===== src/rtl/pn_pkg.sv =====
// Shared encodings for the prefix/postfix expression evaluator.
package pn_pkg;

    localparam logic [1:0] MODE_PREFIX  = 2'b00;
    localparam logic [1:0] MODE_POSTFIX = 2'b01;

    typedef enum logic [1:0] {
        OP_ADD     = 2'b00,
        OP_SUB     = 2'b01,
        OP_MUL     = 2'b10,
        OP_ABSDIFF = 2'b11
    } op_e;

    typedef enum logic [1:0] {
        S_IDLE = 2'b00,
        S_LOAD = 2'b01,
        S_EVAL = 2'b10,
        S_DONE = 2'b11
    } state_e;

endpackage


===== src/rtl/pn_alu.sv =====
// Combinational wrap-around ALU: add, sub, mul (low bits), absolute difference.
module pn_alu
    import pn_pkg::*;
#(
    parameter int unsigned OUT_W = 32
) (
    input  logic signed [OUT_W-1:0] a_i,
    input  logic signed [OUT_W-1:0] b_i,
    input  op_e                     op_i,
    output logic signed [OUT_W-1:0] res_o
);

    logic signed [OUT_W:0] diff_c;

    always_comb begin
        // one extra bit keeps |a-b| exact before truncation
        diff_c = {a_i[OUT_W-1], a_i} - {b_i[OUT_W-1], b_i};
        res_o  = '0;
        unique case (op_i)
            OP_ADD:     res_o = a_i + b_i;
            OP_SUB:     res_o = a_i - b_i;
            OP_MUL:     res_o = a_i * b_i;
            OP_ABSDIFF: res_o = diff_c[OUT_W] ? OUT_W'(-diff_c) : diff_c[OUT_W-1:0];
            default:    res_o = '0;
        endcase
    end

endmodule


===== src/rtl/pn_eval.sv =====
// Prefix/postfix expression evaluator: buffers a token run, then evaluates
// one token per cycle on a register stack and reports a one-cycle result.
module pn_eval
    import pn_pkg::*;
#(
    parameter int unsigned IN_W  = 3,
    parameter int unsigned OUT_W = 32,
    parameter int unsigned DEPTH = 16
) (
    input  logic                    clk,
    input  logic                    rst_n,
    input  logic [1:0]              mode,
    input  logic                    operator,
    input  logic [IN_W-1:0]         in,
    input  logic                    in_valid,
    output logic                    out_valid,
    output logic signed [OUT_W-1:0] out,
    output logic                    err
);

    localparam int unsigned TOK_W = IN_W + 1;
    localparam int unsigned SP_W  = $clog2(DEPTH + 1);
    localparam int unsigned IDX_W = (DEPTH > 1) ? $clog2(DEPTH) : 1;
    localparam logic [SP_W-1:0] DEPTH_C = SP_W'(DEPTH);

    state_e                  state_q, state_d;
    logic [1:0]              mode_q, mode_d;
    logic [SP_W-1:0]         cnt_q, cnt_d;
    logic [SP_W-1:0]         rem_q, rem_d;
    logic [SP_W-1:0]         sp_q, sp_d;
    logic [IDX_W-1:0]        idx_q, idx_d;
    logic                    err_q, err_d;
    logic                    out_valid_q, out_valid_d;
    logic signed [OUT_W-1:0] out_q, out_d;
    logic                    out_err_q, out_err_d;

    logic [TOK_W-1:0]        buf_q [DEPTH];
    logic signed [OUT_W-1:0] stk_q [DEPTH];

    logic                    buf_we;
    logic [IDX_W-1:0]        buf_waddr;
    logic                    stk_we;
    logic [IDX_W-1:0]        stk_waddr;

    logic [TOK_W-1:0]        tok_c;
    logic                    tok_is_op_c;
    logic                    prefix_c;
    logic                    mode_bad_c;
    logic signed [OUT_W-1:0] top_c, nxt_c, alu_a_c, alu_b_c, alu_res_c, push_val_c;

    // Current token, stack operands and the value it would push
    always_comb begin
        tok_c       = buf_q[idx_q];
        tok_is_op_c = tok_c[IN_W];
        prefix_c    = (mode_q == MODE_PREFIX);
        mode_bad_c  = (mode_q != MODE_PREFIX) && (mode_q != MODE_POSTFIX);
        top_c       = stk_q[IDX_W'(sp_q - SP_W'(1))];
        nxt_c       = stk_q[IDX_W'(sp_q - SP_W'(2))];
        alu_a_c     = prefix_c ? top_c : nxt_c;
        alu_b_c     = prefix_c ? nxt_c : top_c;
        push_val_c  = tok_is_op_c ? alu_res_c : OUT_W'(tok_c[IN_W-1:0]);
    end

    pn_alu #(.OUT_W(OUT_W)) u_alu (
        .a_i  (alu_a_c),
        .b_i  (alu_b_c),
        .op_i (op_e'(tok_c[1:0])),
        .res_o(alu_res_c)
    );

    always_comb begin
        state_d     = state_q;
        mode_d      = mode_q;
        cnt_d       = cnt_q;
        rem_d       = rem_q;
        sp_d        = sp_q;
        idx_d       = idx_q;
        err_d       = err_q;
        out_valid_d = 1'b0;
        out_d       = '0;
        out_err_d   = 1'b0;
        buf_we      = 1'b0;
        buf_waddr   = '0;
        stk_we      = 1'b0;
        stk_waddr   = '0;

        unique case (state_q)
            S_IDLE: begin
                if (in_valid) begin
                    buf_we  = 1'b1;
                    mode_d  = mode;
                    cnt_d   = SP_W'(1);
                    sp_d    = '0;
                    err_d   = 1'b0;
                    state_d = S_LOAD;
                end
            end
            S_LOAD: begin
                if (in_valid) begin
                    if (cnt_q < DEPTH_C) begin
                        buf_we    = 1'b1;
                        buf_waddr = IDX_W'(cnt_q);
                        cnt_d     = cnt_q + SP_W'(1);
                    end else begin
                        err_d = 1'b1;
                    end
                end else begin
                    rem_d   = cnt_q;
                    idx_d   = prefix_c ? IDX_W'(cnt_q - SP_W'(1)) : '0;
                    state_d = S_EVAL;
                end
            end
            S_EVAL: begin
                if (tok_is_op_c) begin
                    if (sp_q < SP_W'(2)) begin
                        err_d = 1'b1;
                    end else begin
                        stk_we    = 1'b1;
                        stk_waddr = IDX_W'(sp_q - SP_W'(2));
                        sp_d      = sp_q - SP_W'(1);
                    end
                end else begin
                    stk_we    = 1'b1;
                    stk_waddr = IDX_W'(sp_q);
                    sp_d      = sp_q + SP_W'(1);
                end
                idx_d = prefix_c ? idx_q - IDX_W'(1) : idx_q + IDX_W'(1);
                rem_d = rem_q - SP_W'(1);
                // last token: the value pushed now is the final stack top
                if (rem_q == SP_W'(1)) begin
                    state_d     = S_DONE;
                    out_valid_d = 1'b1;
                    out_err_d   = err_d | (sp_d != SP_W'(1)) | mode_bad_c;
                    out_d       = out_err_d ? '0 : push_val_c;
                end
            end
            S_DONE: begin
                state_d = S_IDLE;
            end
            default: state_d = S_IDLE;
        endcase
    end

    always_ff @(posedge clk or negedge rst_n) begin
        if (!rst_n) begin
            state_q     <= S_IDLE;
            mode_q      <= '0;
            cnt_q       <= '0;
            rem_q       <= '0;
            sp_q        <= '0;
            idx_q       <= '0;
            err_q       <= 1'b0;
            out_valid_q <= 1'b0;
            out_q       <= '0;
            out_err_q   <= 1'b0;
        end else begin
            state_q     <= state_d;
            mode_q      <= mode_d;
            cnt_q       <= cnt_d;
            rem_q       <= rem_d;
            sp_q        <= sp_d;
            idx_q       <= idx_d;
            err_q       <= err_d;
            out_valid_q <= out_valid_d;
            out_q       <= out_d;
            out_err_q   <= out_err_d;
        end
    end

    // Token buffer and operand stack hold data only; no reset needed
    always_ff @(posedge clk) begin
        if (buf_we) buf_q[buf_waddr] <= {operator, in};
        if (stk_we) stk_q[stk_waddr] <= push_val_c;
    end

    assign out_valid = out_valid_q;
    assign out       = out_q;
    assign err       = out_err_q;

endmodule


===== config.mk =====
export PLATFORM = sky130hd
export DESIGN_NAME = pn_eval
export DESIGN_NICKNAME = d
export VERILOG_FILES = /design/src/rtl/pn_pkg.sv /design/src/rtl/pn_alu.sv /design/src/rtl/pn_eval.sv
export SDC_FILE = /design/constraint.sdc
export NUM_CORES = 2
export LEC_CHECK = 0
export CAP_MARGIN = 20
export CORE_UTILIZATION = 28
export DETAILED_ROUTE_END_ITERATION = 12
export SYNTH_ARGS = -nofsm -noshare
export SYNTH_HDL_FRONTEND = slang
export SYNTH_SLANG_ARGS = --single-unit

===== constraint.sdc =====
create_clock -name clk -period 11.85 [get_ports clk]
set_input_delay 2.9625 -clock clk [delete_from_list [all_inputs] [get_ports clk]]
set_output_delay 2.9625 -clock clk [all_outputs]
set_load 0.03 [all_outputs]

After elaboration in Yosys (flattened, before gate mapping)
Memory sizes are Yosys's and may differ from the RTL's.
Cells that the tools add are included.
{"block": "word_totals", "wordCells": 114, "memories": 2, "mem_bits_rw": 576, "regBits": 58, "inputBits": 9}
{"memory": "stk_q", "words": 16, "width": 32, "read_ports": 2, "rd_ports_with_merged_regs": 0, "wr": 1, "line": "pn_eval.sv:38", "rtl": "logic signed [OUT_W-1:0] stk_q [DEPTH];"}
{"memory": "buf_q", "words": 16, "width": 4, "read_ports": 1, "rd_ports_with_merged_regs": 0, "wr": 1, "line": "pn_eval.sv:37", "rtl": "logic [TOK_W-1:0] buf_q [DEPTH];"}
{"block": "classes", "n_eq_ne": 15, "mux": 55, "bitwise_logic": 2, "multipliers": 1, "reduce_logical": 15, "add_sub_neg": 12, "n_lt_le_gt_ge": 2}
{"operator": "$mux W32", "n": 7}
{"operator": "$pmux W32 S4", "n": 1}
{"operator": "$mux W5", "n": 8}
{"operator": "$mux W4", "n": 9}
{"operator": "$sub A32 B32 Y33", "n": 1}
{"operator": "$add A32 B32 Y32", "n": 1}
{"operator": "$mul A32 B32 Y32", "n": 1}
{"operator": "$neg A32 Y32", "n": 1}
{"operator": "$sub A32 B32 Y32", "n": 1}
{"operator": "$pmux W5 S2", "n": 3}
{"operator": "$mux W1", "n": 20}
{"operator": "$ne A2 B2 Y1 const B", "n": 6}
{"operator": "$add A5 B1 Y5 const B", "n": 2}
{"operator": "$sub A5 B1 Y5 const B", "n": 2}
{"operator": "$eq A2 B2 Y1 const B", "n": 4}
{"operator": "$pmux W2 S4", "n": 1}
{"operator": "$pmux W4 S2", "n": 1}
{"operator": "$reduce_and A4 Y1", "n": 2}
{"operator": "$reduce_bool A2 Y1", "n": 4}
{"operator": "$sub A4 B1 Y4 const B", "n": 2}
{"operator": "$logic_not A2 Y1", "n": 3}
{"operator": "$mux W2", "n": 3}
{"operator": "$reduce_and A2 Y1", "n": 3}
{"operator": "$eq A5 B1 Y1 const B", "n": 1}
{"operator": "other kinds (13)", "n": 15}

Logic depth before layout (Yosys ltp)
An unclocked memory read counts as a cell.
{"block": "depth", "word_depth": 11, "depth_mapped": 47, "mapped_depth_nobuf": 36}

Cells and area by module
Synthesis repeated with hierarchy kept, for this count alone.
{"block": "hier_totals", "cells_unflattened": 4374, "area_unflattened_um2": 51446.8}
{"mod": "pn_eval", "area_each_um2": 29892.4, "cells_per_inst": 1780, "seq_area_each_um2": 18748.0, "instances": 1}
{"mod": "pn_alu", "area_each_um2": 21554.4, "cells_per_inst": 2594, "seq_area_each_um2": 0.0, "instances": 1}

Worst setup path after synthesis
No wires, ideal clock.
{"block": "synth_timing", "path_kind": "reg-to-reg", "startpoint": "reg sp_q[0]", "endpoint": "mem stk_q[0][24], data pin", "period_less_slack_ns": 12.009, "required_ns": 11.360, "path_slack_ns": -0.159, "arrival_time_ns": 11.519, "setup_ns": 0.490, "path_stages_with_launch": 43, "n_path_buf": 13, "path_cell_list": "dfrtp_1 -> buf_6 -> buf_12 -> buf_8 -> buf_8 -> buf_6 -> buf_6 -> buf_2 -> inv_1 -> ha_1 -> buf_2 -> buf_4 -> clkbuf_1 -> buf_2 -> mux4_2 -> mux2i_1 -> mux2i_2 -> mux2i_4 -> [7 not listed] -> fa_1 -> inv_1 -> fa_1 -> inv_1 -> fa_1 -> inv_1 -> fa_1 -> fa_1 -> ha_1 -> a21o_1 -> a21o_1 -> a21o_1 -> a21o_1 -> a21oi_1 -> o31a_1 -> xnor2_1 -> nor2_1 -> a2111oi_0"}
{"block": "synth_via", "elab_chain_len": 8}
{"element": "start: declaration", "line": "pn_eval.sv:30", "rtl": "logic [SP_W-1:0] sp_q, sp_d;"}
{"element": "start signal: assignment", "line": "pn_eval.sv:161", "rtl": "sp_q <= sp_d;"}
{"element": "$sub A5 B1 Y5 / $sub A4 B2 Y4 (equally long branches)"}
{"element": "$mem_v2 Z16 W32 (*)"}
{"element": "$mux W32, on equally long branches", "line": "pn_eval.sv:59, pn_eval.sv:60"}
{"element": "$sub A32 B32 Y33", "line": "pn_alu.sv:17", "rtl": "diff_c = {a_i[OUT_W-1], a_i} - {b_i[OUT_W-1], b_i};"}
{"element": "$neg A32 Y32", "line": "pn_alu.sv:23", "rtl": "OP_ABSDIFF: res_o = diff_c[OUT_W] ? OUT_W'(-diff_c) : diff_c[OUT_W-1:0];"}
{"element": "$mux W32", "line": "pn_alu.sv:23"}
{"element": "$pmux W32 S4 (*)", "line": "pn_alu.sv:19", "rtl": "unique case (op_i)"}
{"element": "$mux W32 (*)", "line": "pn_eval.sv:61", "rtl": "push_val_c = tok_is_op_c ? alu_res_c : OUT_W'(tok_c[IN_W-1:0]);"}
{"element": "named net push_val_c[24]", "line": "pn_eval.sv:49", "rtl": "logic signed [OUT_W-1:0] top_c, nxt_c, alu_a_c, alu_b_c, alu_res_c, push_val_c;"}
{"element": "end: declaration", "line": "pn_eval.sv:38"}
The timed path passes the listed nets; every way through them passes the cells marked *.

Final worst setup path
{"block": "layout_timing", "startpoint": "reg sp_q[2]", "endpoint": "mem stk_q[3][27], data pin"}
The elaborated chain is that of the path after synthesis.

==> impl_metrics.yaml <==
cts:
  h-tree-depth: 2
  cts_tree: "yes"
  cts-root-buf: "clkbuf_16"
  cts-buffers-inserted: 55
  clk_latency_ps: 620
  clock_sinks: 634
  path_clk_slew_ps: 70
  hold_buffers: 0
  clock_path_buffers: 3
routing:
  vias: 33949
  wl_met2_um: 72800
  wl_per_cell_um: 23.2
  drc: 0
  dr_wl_met3_um: 9700
  wl_met1_um: 62500
  route.final.wire_length_um: 153000
  ant_nets: 0
  routed.top_layer: "met4"
  first_pass_iters: 5
  via_per_inst: 5.15
  first_iter_violations: 3213
timing:
  maxSlewHeadroom: 0.199
  tightest_slew_ps: 1180
  setup_tns_ps: 0
  period_share: 0.961
  setup_viol: 0
  maxSlewViolCount: 0
  finalHoldViolations: 0
  rsz0062_at_grt: "false"
  period_needed_ps: 11390
  max_freq_ghz: 0.0878
  clock_skew_ps: 27.8
die:
  io_pins: 43
  fp.dieW_um: 427
  dieArea_mm2: 0.183
  start_util: 0.283
  die_height_um: 427
  core_mm2: 0.179
  rows: 155
setup_path:
  required_ps: 12190
  slowest_delay_ps: 800
  crit_slowest_cell: "mux2i_1"
  worstPathArrival_ps: 11730
  start_kind: "register"
  cp_common_cell: "inv_1"
  path_max_fanout: 16
  endpoint_kind: "register"
  critPathKind: "reg2reg"
synth:
  yosysWarnings: 0
  synth_common_cells: "576 x edfxtp_1, 537 x nor2_1, 523 x inv_1"
  ys_seq_elements: 634
  synth_ff_type: "edfxtp_1"
  avgSynthCellArea_um2: 12.3
  syn_area_mm2: 0.0506
  yosysSeqAreaShare: 0.370
  ys_types: 88
  synth_nets: 4784
  synth_edf_count: 576
  netlist.area_leader.share: 0.342
  synth_area_leaders: "edfxtp_1 34%, fa_1 16%, mux4_2 13%"
  synth_cells: 4119
  synth_largest_area_cell: "edfxtp_1"
  synthArstFlopShare: 0.0915
  yosysMostFrequentCell: "edfxtp_1"
global_routing:
  antenna_found_initial: 0
  grt_pass1_vias: 35016
  grt_usage: 0.166
  grt_max_degree: 98
  grt-ovfl-total: 0
  grt_first_pass_wirelength_um: 227000
placed_design:
  dp_hpwl_um: 110000
  port_buffers: 42
  place_congestion: 0.950
cells_and_area:
  layout.nets: 4850
  area_growth_pct: 11.7
  diodes: 0
  drive_gt1_frac: 0.168
hold_path:
  hp-class: "reg2reg"
run_status:
  status: "completed"
flow_run:
  cap_violations: 0
==> sequential cells by signal, indices dropped and copies added (netlist names) <==
name and cells:
cnt_q 5, out 32, err 1, sp_q 5
stk_q 512, rem_q 5, out_valid 1, buf_q 64
err_q 1, mode_q 2, idx_q 4, state_q 2
==> cell families (layout without fill, tap and decap cells) <==
| kind of cell | after synthesis | after routing | share of synthesized area |
|---|---|---|---|
| AND/OR/NAND/NOR | 984 | 984 | 0.0851 |
| buffers and inverters | 733 | 846 | 0.0600 |
| adder cells (fa/ha/maj) | 656 | 656 | 0.223 |
| flip-flops | 634 | 634 | 0.370 |
| multiplexers | 471 | 471 | 0.170 |
| AO/OA/AOI/OAI | 440 | 440 | 0.0554 |
| XOR/XNOR | 201 | 201 | 0.0362 |
==> critical path, delay by kind of cell, from the launching register on <==
kind | cells | cell delay, ps
compound gates | 7 | 2500
xor+xnor | 2 | 520
fa+ha+maj | 10 | 3820
buf+inv | 12 | 1770
flops | 1 | 690
mux | 3 | 1150
simple gates | 2 | 630
==> final timing paths <==
kind | endpoint | depth (start not counted) | from | slack, ps
setup / recovery | stk_q[3][27] | 36 | sp_q[2] | 460
hold / removal | mode_q[0] | 1 | mode_q[0] | 520
setup reg to reg | stk_q[3][27] | 36 | sp_q[2] | 460
hold reg to reg | mode_q[0] | 1 | mode_q[0] | 520
max in group asynchronous | sp_q[0] | 2 | rst_n | 8650
min in group asynchronous | cnt_q[0] | 2 | rst_n | 2540
==> what timing repair did <==
action                                 CTS  global route
setup buffers                            0             5
endpoints found under the hold margin    0             0
gates resized for setup                  0             3
setup endpoints to repair                0            46
==> cells in the final DEF (no fill, tap or decap), types with 28 or more instances in the layout <==
cell type and instances:
or2_2 45, clkdlybuf4s50_1 41, mux2i_1 126, dfrtp_1 56, fa_1 411, nand3_1 31, xnor2_1 137, xor2_1 56
a21o_1 39, nor2_1 519, a21oi_1 126, inv_1 523, o21ai_0 103, buf_4 164, clkbuf_16 57, nand2_1 195
mux4_2 303, nor2b_1 28, nor3_1 36, ha_1 243, edfxtp_1 576
==> metrics by stage <==
step | hold WS, ps | cells | util | setup slack [ps] | instance area (um2)
6_report | 524 | 6587 | 0.316 | 460 | 56600
5_1_grt | 553 | 6587 | 0.316 | 103 | 56600
4_1_cts | 531 | 6579 | 0.315 | 348 | 56500
3_5_place_dp | 505 | 6475 | 0.305 | 381 | 54600
3_3_place_gp | 506 | 6475 | 0.305 | 619 | 54600
2_1_floorplan | 470 | 4119 | - | 5.75 | 50600
==> metal layers <==
metal  vias to the layer above  track usage
met2                      1405        0.275
met5                         -            0
met4                         0       0.0761
li1                      14571            -
met1                     17692        0.217
met3                       281       0.0185
==> cell type report <==
type / count / area (um2)
clock inverters: 44 / 380
clock buffers: 60 / 1440
repair buffers: 214 / 1770
flip-flops and latches: 634 / 18800
fillers: 17680 / 122000
well taps: 2355 / 2950
inverters: 528 / 1980
multi-input cells: 2752 / 29300
Power is not shown: default switching activity piles up to over one toggle a cycle in this logic, so the estimate is an artifact.
